## config.mk

```make
export PLATFORM = sky130hd
export DESIGN_NAME = reg_wr_scoreboard
export DESIGN_NICKNAME = d
export VERILOG_FILES = /design/src/rtl/reg_wr_scoreboard.sv
export SDC_FILE = /design/constraint.sdc
export NUM_CORES = 1
export LEC_CHECK = 0
export ABC_CLOCK_PERIOD_IN_PS = 5170
export CAP_MARGIN = 25
export CELL_PAD_IN_SITES_DETAIL_PLACEMENT = 2
export CELL_PAD_IN_SITES_GLOBAL_PLACEMENT = 2
export CORE_MARGIN = 2
export CORE_UTILIZATION = 34
export DETAILED_ROUTE_END_ITERATION = 7
export PLACE_DENSITY_LB_ADDON = 0.1
export SLEW_MARGIN = 40
export SYNTH_ARGS = -nofsm -noshare
export SYNTH_HDL_FRONTEND = slang
export SYNTH_SLANG_ARGS = --single-unit
```

## constraint.sdc

```tcl
create_clock -name clk -period 5.17 [get_ports clk]
set_input_delay 1.034 -clock clk [delete_from_list [all_inputs] [get_ports clk]]
set_output_delay 1.034 -clock clk [all_outputs]
set_load 0.02 [all_outputs]
```

## src/rtl/reg_wr_scoreboard.sv

```systemverilog
// -----------------------------------------------------------------------------
// reg_wr_scoreboard
//   Writeback address decoder plus in-flight destination scoreboard.
//   - Decodes wb_addr into a registered, single-active write-enable vector
//     (one-cold when ACT_LOW=1, one-hot when ACT_LOW=0).
//   - Tracks busy destination registers between issue and writeback and
//     reports RAW (source busy) and WAW (destination busy) hazards.
//   - Register 0 is hard-wired $zero unless ZERO_WE=1: never decoded, never
//     tracked, never stalls.
//   Optional feature macro: WB_BYPASS_EN
//     defined   : a register written back this cycle counts as not busy for
//                 raw_stall and the WAW term of iss_ready (regfile forwards).
//     undefined : hazards use the registered scoreboard only.
// -----------------------------------------------------------------------------
module reg_wr_scoreboard #(
  parameter  int unsigned ADDR_W  = 5,
  parameter  bit          ACT_LOW = 1'b1,
  parameter  bit          ZERO_WE = 1'b0,
  localparam int unsigned NREG    = 2 ** ADDR_W,
  localparam int unsigned CNT_W   = ADDR_W + 1
) (
  input  logic              clk,
  input  logic              rst_n,
  // issue side
  input  logic              iss_valid,
  input  logic [ADDR_W-1:0] iss_addr,
  output logic              iss_ready,
  input  logic [ADDR_W-1:0] rs_addr,
  input  logic [ADDR_W-1:0] rt_addr,
  output logic              raw_stall,
  // writeback side
  input  logic              wb_valid,
  input  logic [ADDR_W-1:0] wb_addr,
  output logic [NREG-1:0]   wr_en_vec,
  // scoreboard status
  output logic [NREG-1:0]   busy_vec,
  output logic [CNT_W-1:0]  busy_cnt,
  output logic              wb_err
);

  // Idle level of the write-enable vector: all ones for one-cold, zeros otherwise.
  localparam logic [NREG-1:0] WE_IDLE = {NREG{ACT_LOW}};

  // Registers that participate in decode and tracking; bit 0 drops out when
  // address 0 is the hard-wired zero register.
  localparam logic [NREG-1:0] TRACK_MASK =
    ZERO_WE ? {NREG{1'b1}} : {{(NREG-1){1'b1}}, 1'b0};

  // Update applied to busy_cnt on an edge.
  typedef enum logic [1:0] {
    CNT_HOLD = 2'b00,
    CNT_INC  = 2'b01,
    CNT_DEC  = 2'b10
  } cnt_op_e;

  logic [NREG-1:0]  busy_q;
  logic [NREG-1:0]  busy_d;
  logic [CNT_W-1:0] cnt_q;
  logic [CNT_W-1:0] cnt_d;
  logic [NREG-1:0]  we_q;
  logic [NREG-1:0]  we_d;
  logic             err_q;
  logic             err_d;

  logic [NREG-1:0]  wb_onehot;    // decoded writeback, already masked and qualified
  logic [NREG-1:0]  iss_onehot;   // decoded issue destination, masked, unqualified
  logic [NREG-1:0]  busy_view;    // scoreboard as seen by the hazard checks
  logic [NREG-1:0]  set_vec;      // bit to set on an accepted issue
  logic             waw_hit;
  logic             accept;
  logic             clr_hit;      // writeback clears a genuinely busy register
  logic             spurious_wb;  // writeback to a tracked but idle register
  cnt_op_e          cnt_op;

  // Decode writeback and issue addresses into masked one-hot vectors.
  // NOTE: every signal assigned in an always_comb gets a default first so no
  // path leaves it unassigned, which would otherwise infer a latch.
  always_comb begin
    wb_onehot  = '0;
    iss_onehot = '0;
    if (wb_valid) begin
      wb_onehot[wb_addr] = 1'b1;
    end
    iss_onehot[iss_addr] = 1'b1;
    wb_onehot  = wb_onehot  & TRACK_MASK;
    iss_onehot = iss_onehot & TRACK_MASK;
  end

  // Scoreboard view for hazard detection; with the bypass, a register being
  // written back this cycle is already considered free.
  always_comb begin
`ifdef WB_BYPASS_EN
    busy_view = busy_q & ~wb_onehot & TRACK_MASK;
`else
    busy_view = busy_q & TRACK_MASK;
`endif
  end

  // Hazard checks and issue handshake.
  always_comb begin
    raw_stall = busy_view[rs_addr] | busy_view[rt_addr];
    waw_hit   = busy_view[iss_addr];
    iss_ready = iss_valid & ~waw_hit & ~raw_stall;
    accept    = iss_valid & iss_ready;
  end

  // Next-state for scoreboard, counter, sticky error and decoded enables.
  always_comb begin
    set_vec     = accept ? iss_onehot : '0;
    clr_hit     = |(wb_onehot & busy_q);
    spurious_wb = (|wb_onehot) & ~clr_hit;

    // Clear first, then set, so a same-address accept and writeback leaves
    // the register busy.
    busy_d = (busy_q & ~wb_onehot) | set_vec;

    // An accept always targets a clear bit, so the counter can never wrap.
    cnt_op = CNT_HOLD;
    unique case ({clr_hit, |set_vec})
      2'b01:   cnt_op = CNT_INC;
      2'b10:   cnt_op = CNT_DEC;
      default: cnt_op = CNT_HOLD;
    endcase

    cnt_d = cnt_q;
    unique case (cnt_op)
      CNT_INC: cnt_d = cnt_q + CNT_W'(1);
      CNT_DEC: cnt_d = cnt_q - CNT_W'(1);
      default: cnt_d = cnt_q;
    endcase

    err_d = err_q | spurious_wb;

    // Writes to untracked paths still decode; $zero writes stay idle.
    we_d = ACT_LOW ? ~wb_onehot : wb_onehot;
  end

  // State registers with asynchronous reset; in-flight work is dropped.
  // NOTE: sequential state uses non-blocking assignments so every register
  // samples pre-edge values regardless of statement order.
  always_ff @(posedge clk or negedge rst_n) begin
    if (!rst_n) begin
      busy_q <= '0;
      cnt_q  <= '0;
      err_q  <= 1'b0;
      we_q   <= WE_IDLE;
    end else begin
      busy_q <= busy_d;
      cnt_q  <= cnt_d;
      err_q  <= err_d;
      we_q   <= we_d;
    end
  end

  assign busy_vec  = busy_q;
  assign busy_cnt  = cnt_q;
  assign wb_err    = err_q;
  assign wr_en_vec = we_q;

endmodule

```

==> impl_metrics.json <==
{
  "status": "finished clean",
  "seq_area_sq_um": 1770,
  "crit_end": "iss_ready",
  "clkSinkCount": 69,
  "core_sq_um": 12500,
  "fill_cells": 1311,
  "ys_top_cells_by_area": "dfrtp_1, dfstp_2, mux4_2",
  "fin_crit_sh_pct": 95.0,
  "hold_buffers": 0,
  "wl_um": 16900,
  "drive_gt1_share_pct": 25.3,
  "synth_fp_nets": 438,
  "power.total_uw": 2820,
  "ys_ff_latch": 69,
  "yosysMostFrequentCell": "nand2_1",
  "synth_area_per_cell_sq_um": 10.5,
  "start_kind": "primary input",
  "timing.rr.end": "busy_cnt[5]",
  "antenna_found_initial": 0,
  "synth_edf_count": 0,
  "cp_data_required_time_ns": 4.14,
  "num_rows": 41,
  "synth_warnings": 0,
  "drc": 0,
  "maxSlewHeadroom_pct": 46.9,
  "rsz0062_at_grt": "no",
  "synthFlopType": "dfrtp_1",
  "cp_top_family": "buffers and inverters",
  "fin_skew_ns": 0.00527,
  "insertion_delay_ns": 0.33,
  "ys_types": 61,
  "fin_area_sq_um": 5770,
  "crit_path_start": "rs_addr[0]",
  "portBuffers": 94,
  "avgRoutedWirePerCell_um": 24.7,
  "vdd_ir_drop_max_v": 0.000222,
  "worstPathMaxFanout": 9,
  "rr_worst_depth": 12,
  "post_cts_buffers": 0,
  "cts_made_buffers": 9,
  "pin_count": 97,
  "cts.clk_slew.worst_paths_ns": 0.06,
  "cts_resized": 0,
  "cp_slowest_cell": "clkdlybuf4s50_1",
  "clockRootBuffer": "clkbuf_16",
  "critical_path_class": "in -> out",
  "setup_tns_ns": 0,
  "min_period_ns": 4.91,
  "yosysTopAreaCell": "dfrtp_1",
  "dieArea_sq_um": 13500,
  "via_per_inst": 5.69,
  "dpl.hpwl_um": 11800,
  "grt_pass1_vias": 4299,
  "netlist_instances": 408,
  "clockBufferDepth": 2,
  "finalNetCount": 535,
  "multi_input_area_sq_um": 2310,
  "grt_overflow_total": 0,
  "cts_tree": "built",
  "hold_violations": 0,
  "hold_path.class": "reg -> reg",
  "path_cells": "clkdlybuf4s50_1, buf_4, mux4_2, nor2_1, a21oi_1, a41oi_1, o2111ai_4, nor2_1, clkdlybuf4s50_1",
  "seq_area_frac_synth_pct": 41.2,
  "htreeDepth": 3,
  "max-cap-violations": 0,
  "finalSetupViolations": 0,
  "cp.arrival_ns": 3.88,
  "timing.fmax_ghz": 0.204,
  "reg2reg_from": "busy_vec[13]",
  "grt_pass1_wl_um": 25700,
  "die_w_um": 116,
  "async_reset_ff_share_pct": 100,
  "initial_core_util_pct": 34.4,
  "dpl_cell_area_sq_um": 5440,
  "cp.depth": 9,
  "synth_top_area_share_pct": 22.2,
  "drt_pass1_iterations": 5,
  "antenna_left": 0,
  "grtUsageTotal_pct": 26.0,
  "netlist_top_cells_count": "nand2_1, dfrtp_1, dfstp_2",
  "worstSetupEndpointType": "primary output",
  "die_height_um": 116,
  "p_leak_uw": 0.00224,
  "slew_violations": 0,
  "worst_slew_pin_slew_ns": 0.791,
  "r2r_setup_slack_ns": 1.32,
  "n_antenna_cell": 0,
  "gp_congestion": 0.858,
  "syn-cell-area_sq_um": 4280,
  "crit_buf_inv": 3,
  "areaGrowthSynthToFinish_pct": 34.7,
  "drt_iter0_drc": 240,
  "powerDensity_nw_per_um2": 488,
  "max_stage_delay_ns": 0.63,
  "vias": 3880,
  "grt_max_degree": 70
}
## cells by family (layout without fill, tap and decap cells)
family	count (synthesis)	after routing	share of synthesized area (%)
AND/OR/NAND/NOR	180	180	20.8
XOR/XNOR	5	5	1.02
adder cells (fa/ha/maj)	6	6	1.93
AO/OA/AOI/OAI	74	74	17.1
other	2	2	0.175
flip-flops	69	69	41.2
multiplexers	33	33	12.9
buffers and inverters	39	141	4.91
## cell type report
cell class	instances	share of cell area, %
Inverter	6	0.390
Timing Repair Buffer	119	19.5
Multi-Input combinational cell	300	40.1
Tap cell	172	3.73
Sequential cell	69	30.6
Clock inverter	3	1.17
Clock buffer	13	4.51
## worst register-to-register path: cells and delay by family (launching register included)
family	cells	cell delay (ns)
compound gates	7	1.73
xor+xnor	1	0.17
mux	1	0.51
simple gates	1	0.27
flops	1	0.54
fa+ha+maj	2	0.55
## metrics by stage
stage                     utilization (%)  hold slack [ns]  setup slack, ns  std cells
after floorplan                         -            0.578            0.690        408
after global placement               43.6            0.470            0.304        666
after detailed placement             43.6            0.466            0.106        666
after CTS                            46.3            0.484            0.228        682
after global routing                 46.3            0.504            0.136        682
final                                46.3            0.474            0.258        682
## metal layers
layer	vias up	track usage [%]	routed length, um
met1	2025	33.3	7000
met3	32	6.43	1200
met2	143	42.4	8270
met5	-	0	0
met4	0	10.2	388
li1	1680	-	-
## placed cells by master (no fill, tap or decap), drive strengths merged, types with 3 or more instances in the layout
master,Yosys,layout
a21oi,5,5
a31oi,5,5
a32o,3,3
and2,4,4
and3,5,5
buf,13,26
clkbuf,20,13
clkdlybuf4s50,0,93
dfrtp,38,38
dfstp,31,31
ha,5,5
inv,6,6
mux2,8,8
mux2i,8,8
mux4,17,17
nand2,97,97
nand2b,4,4
nand3,16,16
nand3b,5,5
nor2,12,12
nor2b,12,12
nor3b,5,5
nor4,4,4
o21ai,6,6
o31ai,32,32
xnor2,3,3
## registers in the layout, indices dropped and copies added (netlist names)
name / count
busy_cnt: 6
busy_vec: 31
wb_err: 1
wr_en_vec: 31
## worst min-delay path by stage
stage | from | cells after the start | to
floorplan | busy_cnt[5] | 1 | busy_cnt[5]
CTS | wb_err | 1 | wb_err
detailed placement | wb_err | 1 | wb_err
global route | busy_cnt[5] | 1 | busy_cnt[5]
global placement | wb_err | 1 | wb_err
finish | wb_err | 1 | wb_err
## power breakdown
group	total [uW]	leakage, uW	switching (uW)	internal (uW)
registers	970	0.000804	303	667
logic	1170	0.00128	609	556
clock network	680	0.000156	231	449
No activity file was read; power rests on OpenSTA's default activity.
